[config.mk]
export PLATFORM = sky130hd
export DESIGN_NAME = counter_arbiter
export DESIGN_NICKNAME = d
export VERILOG_FILES = /design/src/rtl/counter_arbiter.sv
export SDC_FILE = /design/constraint.sdc
export NUM_CORES = 1
export LEC_CHECK = 0
export ABC_CLOCK_PERIOD_IN_PS = 1600
export CAP_MARGIN = 20
export CORE_AREA = 2 2 39 41
export DETAILED_ROUTE_END_ITERATION = 6
export DIE_AREA = 0 0 41 43
export GPL_TIMING_DRIVEN = 0
export MAX_ROUTING_LAYER = met4
export PLACE_DENSITY_LB_ADDON = 0.25
export SYNTH_ARGS = -nofsm -noshare
export SYNTH_HDL_FRONTEND = slang
export SYNTH_SLANG_ARGS = --single-unit
[constraint.sdc]
create_clock -name clk -period 1.6 [get_ports clk]
set_input_delay 0.32 -clock clk [delete_from_list [all_inputs] [get_ports clk]]
set_output_delay 0.32 -clock clk [all_outputs]
set_load 0.05 [all_outputs]
[src/rtl/counter_arbiter.sv]
`default_nettype none
// +----------------------------------------------------------------------------+
// | Module   : counter_arbiter                                                 |
// | Purpose  : Round-robin arbiter that gives two requesters turns at a shared |
// |            up/down counter (load/clear/subtract controls, Moore outputs).  |
// | Options  : CTR_ARB_NAK_EN - adds nak0/nak1 and completes illegal requests  |
// |            with a nak pulse instead of an ack.                             |
// | Revision : 1.0 - initial release                                           |
// +----------------------------------------------------------------------------+
module counter_arbiter (
    input  logic clk,
    input  logic rst,
    input  logic req0,
    input  logic req1,
    input  logic dir0,
    input  logic dir1,
    input  logic CM,
    input  logic Cm,
    output logic ld,
    output logic clr,
    output logic s,
    output logic gnt0,
    output logic gnt1,
    output logic ack0,
    output logic ack1,
`ifdef CTR_ARB_NAK_EN
    output logic nak0,
    output logic nak1,
`endif
    output logic busy
);

    typedef enum logic [1:0] {
        ST_INIT = 2'd0,
        ST_IDLE = 2'd1,
        ST_EXEC = 2'd2,
        ST_DONE = 2'd3
    } state_t;

    state_t r_state;
    state_t w_next;

    logic r_last;
    logic r_owner;
    logic r_dir;
    logic w_any_req;
    logic w_sel;
    logic w_sel_dir;
    logic w_sel_legal;

    // Requester selection, evaluated only while IDLE; a tie goes to whoever
    // was not served last.
    always_comb begin
        w_any_req = req0 | req1;
        if (req0 && req1) begin
            w_sel = ~r_last;
        end else begin
            w_sel = req1;
        end
        w_sel_dir   = w_sel ? dir1 : dir0;
        w_sel_legal = w_sel_dir ? Cm : CM;
    end

    always_comb begin
        w_next = r_state;
        case (r_state)
            ST_INIT: w_next = ST_IDLE;
            ST_IDLE: begin
                if (w_any_req) begin
                    w_next = w_sel_legal ? ST_EXEC : ST_DONE;
                end
            end
            ST_EXEC: w_next = ST_DONE;
            ST_DONE: w_next = ST_IDLE;
            default: w_next = ST_INIT;
        endcase
    end

    always_ff @(posedge clk) begin
        if (rst) begin
            r_state <= ST_INIT;
            r_last  <= 1'b1;
            r_owner <= 1'b0;
            r_dir   <= 1'b0;
        end else begin
            r_state <= w_next;
            if (r_state == ST_IDLE && w_any_req) begin
                r_owner <= w_sel;
                r_dir   <= w_sel_dir;
            end
            if (r_state == ST_DONE) begin
                r_last <= r_owner;
            end
        end
    end

`ifdef CTR_ARB_NAK_EN
    // Legality is only observable through the ack/nak choice in DONE.
    logic r_legal;

    always_ff @(posedge clk) begin
        if (rst) begin
            r_legal <= 1'b0;
        end else if (r_state == ST_IDLE && w_any_req) begin
            r_legal <= w_sel_legal;
        end
    end
`endif

    always_comb begin
        ld   = 1'b0;
        clr  = 1'b0;
        s    = 1'b0;
        gnt0 = 1'b0;
        gnt1 = 1'b0;
        ack0 = 1'b0;
        ack1 = 1'b0;
`ifdef CTR_ARB_NAK_EN
        nak0 = 1'b0;
        nak1 = 1'b0;
`endif
        busy = (r_state != ST_IDLE);
        case (r_state)
            ST_INIT: clr = 1'b1;
            ST_EXEC: begin
                ld   = 1'b1;
                s    = r_dir;
                gnt0 = ~r_owner;
                gnt1 = r_owner;
            end
            ST_DONE: begin
`ifdef CTR_ARB_NAK_EN
                ack0 = r_legal & ~r_owner;
                ack1 = r_legal & r_owner;
                nak0 = ~r_legal & ~r_owner;
                nak1 = ~r_legal & r_owner;
`else
                ack0 = ~r_owner;
                ack1 = r_owner;
`endif
            end
            default: begin
            end
        endcase
    end

endmodule
`default_nettype wire

==> results.ini <==
[timing]
hold_viol_final=0
setup_violations=0
post-route-min-period_ns=1.55
rsz0062_at_grt=yes
final.setup.tns_ns=0
setup_ws_ns=0.0451
slew_headroom_pct=81.7
final.period_utilization_pct=97.2
finalMaxSlewViolations=0
whs_ns=0.493
fin_skew_ns=0.00194
worst_slew_pin_slew_ns=0.276
fmax_mhz=643

[floorplanning]
dieArea_sq_um=1760
ios=16
rows=14
start_util_pct=23.5
core_sq_um=1380
die_w_um=41
die_y_um=43

[synth]
netlist.area_leader.share_pct=30.8
yosys.area.top_type=dfxtp_1
postSynthCellCount=34
ys_ff_latch=5
netlist_area_sq_um=325
ys_top_cells_by_area=dfxtp_1 (31%), ha_1 (19%), mux2_4 (9.2%)
synth_cell_type_count=15
avgSynthCellArea_sq_um=9.57
yosysSeqAreaShare_pct=30.8
syn_nets=47
yosysWarnings=0

[setup_path]
critical_path_arrival_ns=1.23
critPathKind=reg -> out
crit_required_ns=1.28
max_stage_delay_ns=0.37
crit_path_start_kind=flip-flop
worstPathCellList=inv_1 -> ha_2 -> clkdlybuf4s15_2
end_kind=primary output
crit_slowest_cell=clkdlybuf4s15_2
crit_fanout=5

[pwr]
netSwitchingPower_uw=181
cell_internal_pwr_uw=311
pwr-share-clk_pct=29.2
peakVddDrop_v=0.000253
powerDensity_nw_per_um2=917
p_seq_share_pct=31.4
p_leak_uw=0.000246
combPwrFrac_pct=39.4
swShare_pct=36.8

[clock_tree]
clkSinkCount=5
htree_levels=1
clk_pin_slew_ns=0.04
post-cts-setup-buffer-count=0
cts_root_buffer=clkbuf_4
cts_buffer_depth=2
cts_tree=done
cts_buffers=3
clkLatencyLatePin_ns=0.24
postCtsHoldBufs=0

[grt]
overflow=0
grt_first_pass_wirelength_um=979
antenna_found_initial=0
grt_max_degree=6
grt_use_total_pct=9.29
grt_pass1_vias=241

[routing]
detail-route-antenna-nets=0
via_per_inst=4.04
routed_wl_um=586
drt_iter0_markers=3
num_vias=279
first_pass_iters=4
wl_per_cell_um=8.49
drcViolationCount=0

[finish]
nets=67
area_growth_pct=65.0
drive_gt1_share_pct=43.4
diodes=0
fillerInstances=156
fin_cells=69

[job]
cap_violations=0

[placed_design]
gp_congestion=0.675
post-place-ws_ns=-0.432
port_buffers=15
placed_cells=65

[worst_hold_path]
hp-class=reg -> reg

[outcome]
outcome=complete, no violations

worst max-delay path, delay by kind of cell, from the launching register on:
| kind | cells | cell delay, ns |
|---|---|---|
| adders and majority gates | 1 | 0.19 |
| DFF | 1 | 0.36 |
| buffers and inverters | 2 | 0.45 |
timing repair:
item                                    in CTS  in global routing
pin swaps                                    1                  0
hold endpoints to repair                     0                  0
endpoints found under the setup margin       9                  5
resized for setup                           40                 10
sequential cells by signal (all words and copies together) (netlist names):
signal	flops
r_dir	1
r_last	1
r_owner	1
r_state	2
logic make-up after synthesis:
group | count (synthesis) | share of synthesized area [%]
compound gates | 5 | 13.5
fa+ha+maj | 5 | 19.2
buf+inv | 4 | 4.61
flops | 5 | 30.8
mux | 4 | 15.4
simple gates | 11 | 16.5
power groups by stage:
stage | combinational [uW] | clock (uW) | sequential [uW]
global placement | 203 | 0 | 155
global route | 213 | 157 | 158
CTS | 190 | 151 | 154
detailed placement | 203 | 0 | 155
finish | 194 | 144 | 155
floorplan | 145 | 0 | 151
synth_stat cells (all sizes together):
| cell | count |
|---|---|
| a22oi | 1 |
| o21ai | 1 |
| a211o | 1 |
| inv | 4 |
| nor2b | 1 |
| nand2 | 1 |
| mux2 | 2 |
| and2 | 3 |
| mux2i | 2 |
| or3 | 1 |
| a21boi | 1 |
| ha | 5 |
| nor2 | 5 |
| dfxtp | 5 |
| a311oi | 1 |
cell type report:
class	instances	area, sq um	share of cell area, %
clock buffers	4	26.3	4.90
flip-flops and latches	5	104	19.3
multi-input cells	25	244	45.5
well taps	16	20.0	3.73
inverters	4	18.8	3.50
repair buffers	15	124	23.1
routing by layer:
metal  GRT usage (%)  share of wire (%)  up-vias
met1            11.0                 43      112
li1                -                  -      154
met2            10.9                 47       13
met3            1.57                9.4        0
met4            12.0                  0        0
met5               -                  0        -
final timing paths:
check | start | endpoint | slack (ns) | cells past startpoint
worst max-delay path | r_state[0] | ld | 0.05 | 3
worst min-delay path | r_dir | r_dir | 0.49 | 2
worst max register to register | r_last | r_state[0] | 0.15 | 4
worst min register to register | r_dir | r_dir | 0.49 | 2
through the flow:
stage	area [sq um]	util [%]	total power (uW)
final	537	38.8	492
after global routing	537	38.8	528
after CTS	520	37.6	496
after detailed placement	519	37.5	358
after global placement	519	37.5	358
after floorplan	349	-	297
cells in the final DEF (no fill, tap or decap), drive strengths merged:
cell type / netlist / final
mux2i: 2 / 2
clkdlybuf4s15: 0 / 1
nand2: 1 / 1
mux2: 2 / 2
o21ai: 1 / 1
clkinvlp: 0 / 1
or3: 1 / 1
ha: 5 / 5
inv: 4 / 3
a22oi: 1 / 1
and2: 3 / 3
buf: 0 / 5
clkdlybuf4s50: 0 / 5
dlygate4sd2: 0 / 2
dfxtp: 5 / 5
clkbuf: 0 / 6
a311oi: 1 / 1
nor2b: 1 / 1
a211o: 1 / 1
nor2: 5 / 5
a21boi: 1 / 1
(Power assumes the default switching activity.)
==> variant 1 (config.mk and constraints unchanged) <==
The option `CTR_ARB_NAK_EN` is turned on by a define.
--- a/src/rtl/counter_arbiter.sv
+++ b/src/rtl/counter_arbiter.sv
@@ -7,6 +7,8 @@
 // |            with a nak pulse instead of an ack.                             |
 // | Revision : 1.0 - initial release                                           |
 // +----------------------------------------------------------------------------+
+`define CTR_ARB_NAK_EN
+
 module counter_arbiter (
     input  logic clk,
     input  logic rst,
Function (old outputs only; new: nak0 and nak1): changed (a bounded check fails within 4 cycles, from zero or initial values and one cycle with rst high).
==> variant 1 against the unedited design <==
  * Final area is 21% higher
  * Area after synthesis up 18%
  * Combinational power grew 18%
  * Total power rose by 13%
  * Routed wire length increased by 37%
  * Setup slack improved by 24 ps
  * Synthesized cell count up 24%
  * Sequential cell count grew 1
  * First-iteration DRC count rose by 33%
  * Register-to-register slack better by 20 ps
  * Highest routed layer is now met4
  * Largest power group unchanged
==> variant 1: results (changes against the unedited design) <==
Hold path
  • Hold Startpoint: r_dir$_SDFFE_PP0P_
  • Hold Path Depth: 2 (unchanged)
  • Hold crit path type: register to register

Finish
  • Final net count: 79 (+18%)
  • Share of layout cells above drive strength 1: 0.438 (+0.00354)
  • Number of diodes: 0 (unchanged)
  • Reg with most FFs: r_state
  • Max FFs per register: 2 (unchanged)

Route
  • Routed WL per cell: 10.1 um (+18%)
  • Vias: 357 (+28%)
  • Total iterations of the first detailed-routing run: 4 (unchanged)
  • Initial DRC Count: 4 (+1)

Run status
  • Status: finished, final reports clean

Critical path
  • FF-to-FF setup slack: 170 ps (+20 ps)
  • Crit path DAT: 1210 ps (-20 ps)
  • Worst r2r src: r_last$_SDFFE_PP1P_
  • Largest fanout on the critical path: 5 (unchanged)

Clock network
  • Worst-path clk slew: 40 ps (about the same)
  • H-tree depth reported by CTS: 1 (unchanged)
  • Root buffer cell: clkbuf_4
  • Num CTS Buffers: 3 (unchanged)

Power and ir drop
  • Lkg Pwr: 0.294 nW (+20%)
  • Peak VDD IR: 0.365 mV (+44%)

Synth
  • Yosys cell types: 21 (+6)
  • Synth area leaders: dfxtp_1, ha_1, nor2_1, mux2i_1, a311oi_2
  • Post-synth top cells: nor2_1, dfxtp_1, ha_1, inv_1
  • Syn nets: 55 (+17%)
  • Seq/Total Area, Yosys: 0.312 (+0.00400)

Place
  • Final HPWL DP: 596 um
  • Post-Place Cell Area: 604 um2 (+16%)
  • RD Place Congestion: 0.801 (+19%)
  • Port bufs: 17 (+2)

Timing
  • Min Hold Slack: 504 ps (+10.9 ps)
  • Max transition margin: 0.811 (-0.00642)
  • Post-Route Skew: 1.02 ps (-0.913 ps)

GRT
  • Largest net degree at the start of global routing: 8 (+2)
  • Tot GR Track Use: 0.128 (+0.0350)
  • Vias in the first global route: 309 (+28%)
  • Global-route wire length before repair: 1390 um (+42%)
variant 1: area by class of cell:
type                       instances  area (um2)
tap                               16        20.0
fill                             145         736
sequential                         6         124
multi-input combinational         33         303
clock buffer                       3        22.5
timing repair buffer              19         164
inverter                           3        15.0
variant 1: report_power, final:
group | switching (mW) | internal, mW
Clock | 0.0531 | 0.0847
Sequential | 0.0219 | 0.169
Combinational | 0.133 | 0.0955
Total | 0.208 | 0.349
variant 1: kinds of logic (layout without fill, tap and decap cells):
family | Yosys count | count (layout) | synth area share
flip-flops | 6 | 6 | 0.312
adder cells (fa/ha/maj) | 5 | 5 | 0.162
multiplexers | 3 | 3 | 0.0909
buffers and inverters | 3 | 25 | 0.0292
AND/OR/NAND/NOR | 18 | 18 | 0.247
AO/OA/AOI/OAI | 7 | 7 | 0.159
variant 1: critical path, stage by stage, from the launching register on:
cell     delay [ps]
dfxtp_1         370
ha_2            230
nor3b_2         190
buf_6           180
variant 1: worst max path at each step:
stage,end,startpoint,cells past startpoint,slack [ps]
after floorplan,r_state[0]$_SDFFE_PP0P_,r_state[1]$_SDFFE_PP0P_,5,-7
after global routing,nak1,r_state[1]$_SDFFE_PP0P_,4,-20
after global placement,r_state[0]$_SDFFE_PP0P_,req1,5,-440
final,nak0,r_state[1]$_SDFFE_PP0P_,3,70
after CTS,busy,r_state[1]$_SDFFE_PP0P_,4,0.3
after detailed placement,r_state[0]$_SDFFE_PP0P_,req1,5,-420
variant 1: routing by layer:
metal | track usage | share of wire
met1 | 0.149 | 0.41
met2 | 0.169 | 0.50
met3 | 0.0157 | 0.066
met4 | 0.140 | 0.024
met5 | - | 0
variant 1: through the flow:
| stage | setup slack (ps) | std cells |
|---|---|---|
| after floorplan | -6.61 | 42 |
| after global placement | -443 | 75 |
| final | 68.9 | 80 |
| after global routing | -16.2 | 80 |
| after detailed placement | -420 | 75 |
| after CTS | 0.265 | 80 |
variant 1: repair_timing:
item	CTS	global route
gates cloned	0	0
pin swaps	0	0
buffers inserted	2	0
resized for setup	56	16
endpoints found under the setup margin	12	9
==> variant 2 (same settings) <==
Made on the original files. The 4 states of `state_t` get a one-hot encoding in 4 bits.
--- a/src/rtl/counter_arbiter.sv
+++ b/src/rtl/counter_arbiter.sv
@@ -30,11 +30,11 @@
     output logic busy
 );
 
-    typedef enum logic [1:0] {
-        ST_INIT = 2'd0,
-        ST_IDLE = 2'd1,
-        ST_EXEC = 2'd2,
-        ST_DONE = 2'd3
+    typedef enum logic [3:0] {
+        ST_INIT = 4'b0001,
+        ST_IDLE = 4'b0010,
+        ST_EXEC = 4'b0100,
+        ST_DONE = 4'b1000
     } state_t;
 
     state_t r_state;
Behaviour: no difference found for any inputs over 10 cycles, from zero or initial values and one cycle with rst high; not proved beyond that.
==> variant 2 against the unedited design <==
  * Die area unchanged
  * Sequential power is 50% higher
  * Setup slack lost 200 ps
  * Sequential cell count is 2 higher
  * Critical endpoint is now ack0
  * The run now ends with setup timing left
  * Routed wire length rose by 50%
  * Count of clock-buffer cells in the layout is the same
  * Total power rose by 29%
  * Area after synthesis grew 11%
  * Final area grew 36%
  * Synthesized cell count rose by 12%
==> variant 2: results (changes against the unedited design) <==
Timing
  • Actual slew at the worst max-slew pin: 390 ps (+115 ps)
  • Slack of the critical path: -152 ps (-197 ps)
  • Setup-failing EPs final: 6 (+6)
  • Post-Route Skew: 3.29 ps (+1.35 ps)

Run status
  • Status: finished, violations left
  • Failing checks: setup timing

Power and ir drop
  • PwrDens: 866 nW/um2 (-5.6%)
  • Net Sw Power: 216 uW (+19%)
  • Lkg Pwr: 0.288 nW (+17%)

Place
  • Place WS: -597 ps (-165 ps)
  • RD Place Congestion: 0.639 (-5.4%)
  • Post-Place Cell Area: 582 um2 (+12%)

Synth
  • Yosys cell types: 21 (+6)
  • Post-synth top cells: dfxtp_1, nor2_1, and2_1, nor4b_1

Critical path
  • Worst Reg2Reg Path Length in Cells: 5 (+1)
  • Crit path DAT: 1430 ps (+200 ps)
  • Worst Setup SP: r_state[0]$_SDFFE_PP1P_
  • Worst r2r src: r_state[2]$_SDFFE_PP0P_
  • FF-to-FF setup slack: 250 ps (+100 ps)
  • Largest stage delay on the critical path: 560 ps (+190 ps)

GRT
  • Tot GR Track Use: 0.135 (+0.0422)
  • Largest net degree at the start of global routing: 8 (+2)
  • Vias in the first global route: 351 (+46%)

Clock network
  • Clock Latency Late Sink: 260 ps (+20 ps)

Route
  • Vias: 399 (+43%)
  • DRT Wirelength: 880 um (+50%)

Finish
  • Filler cells: 135 (-13%)
  • Share of layout cells above drive strength 1: 0.530 (+0.0963)
variant 2: cell types whose count changed after synthesis, moves of 2 or more:
cell	delta
dfxtp_1	+2
ha_1	-5
a21oi_1	+2
nor4b_1	+3
mux2_4	-2
inv_1	-3
variant 2: layout make-up:
class                      count  share of cell area
sequential                     7               0.212
clock buffer                   4              0.0360
timing repair buffer          24               0.337
inverter                       1             0.00514
multi-input combinational     30               0.382
tap                           16              0.0274
variant 2: through the flow:
| step | setup TNS, ps | util | instances | power, mW |
|---|---|---|---|---|
| after global routing | -921 | 0.528 | 82 | 0.670 |
| after detailed placement | -4380 | 0.420 | 69 | 0.419 |
| after floorplan | -769 | - | 38 | 0.360 |
| after CTS | -412 | 0.486 | 79 | 0.609 |
| final | -479 | 0.528 | 82 | 0.633 |
| after global placement | -4260 | 0.420 | 69 | 0.419 |
variant 2: worst max-delay path: cells and delay by family (launching register included):
kind / cells / cell delay, ps
buffers and inverters: 1 / 150
DFF: 1 / 360
and+or+nand+nor: 2 / 670
variant 2: kinds of logic (layout without fill, tap and decap cells):
logic type,count (synthesis),count (layout),synth area share
XOR/XNOR,1,1,0.0243
AND/OR/NAND/NOR,20,20,0.375
buffers and inverters,1,29,0.0104
flip-flops,7,7,0.389
multiplexers,2,2,0.0556
AO/OA/AOI/OAI,7,7,0.146
variant 2: how the worst min path moves through the flow:
stage / slack, ps / startpoint / to
after floorplan: 380 / rst / r_state[1]$_SDFFE_PP0P_
after global placement: 450 / r_last$_SDFFE_PP1N_ / r_last$_SDFFE_PP1N_
after detailed placement: 450 / r_last$_SDFFE_PP1N_ / r_last$_SDFFE_PP1N_
after CTS: 470 / r_last$_SDFFE_PP1N_ / r_last$_SDFFE_PP1N_
after global routing: 520 / r_last$_SDFFE_PP1N_ / r_last$_SDFFE_PP1N_
final: 490 / r_last$_SDFFE_PP1N_ / r_last$_SDFFE_PP1N_
variant 2: power by group through the flow:
stage | combinational (mW) | clock [mW] | sequential, mW
finish | 0.237 | 0.163 | 0.233
global route | 0.254 | 0.178 | 0.238
floorplan | 0.127 | 0 | 0.233
CTS | 0.212 | 0.165 | 0.232
detailed placement | 0.180 | 0 | 0.239
global placement | 0.179 | 0 | 0.240
variant 2: repair_timing:
| action | CTS | global route |
|---|---|---|
| pin swaps | 4 | 1 |
| gates resized for setup | 61 | 11 |
| endpoints found under the setup margin | 10 | 10 |
| buffers inserted | 6 | 3 |
variant 2: layer usage:
metal / share of wire / global-route usage / routed length [um] / up-vias
met1: 0.48 / 0.162 / 425 / 180
met5: 0 / - / 0 / -
li1: - / - / - / 199
met4: 0.016 / 0.100 / 14 / 0
met3: 0.063 / 0.0314 / 55 / 4
met2: 0.44 / 0.188 / 384 / 16
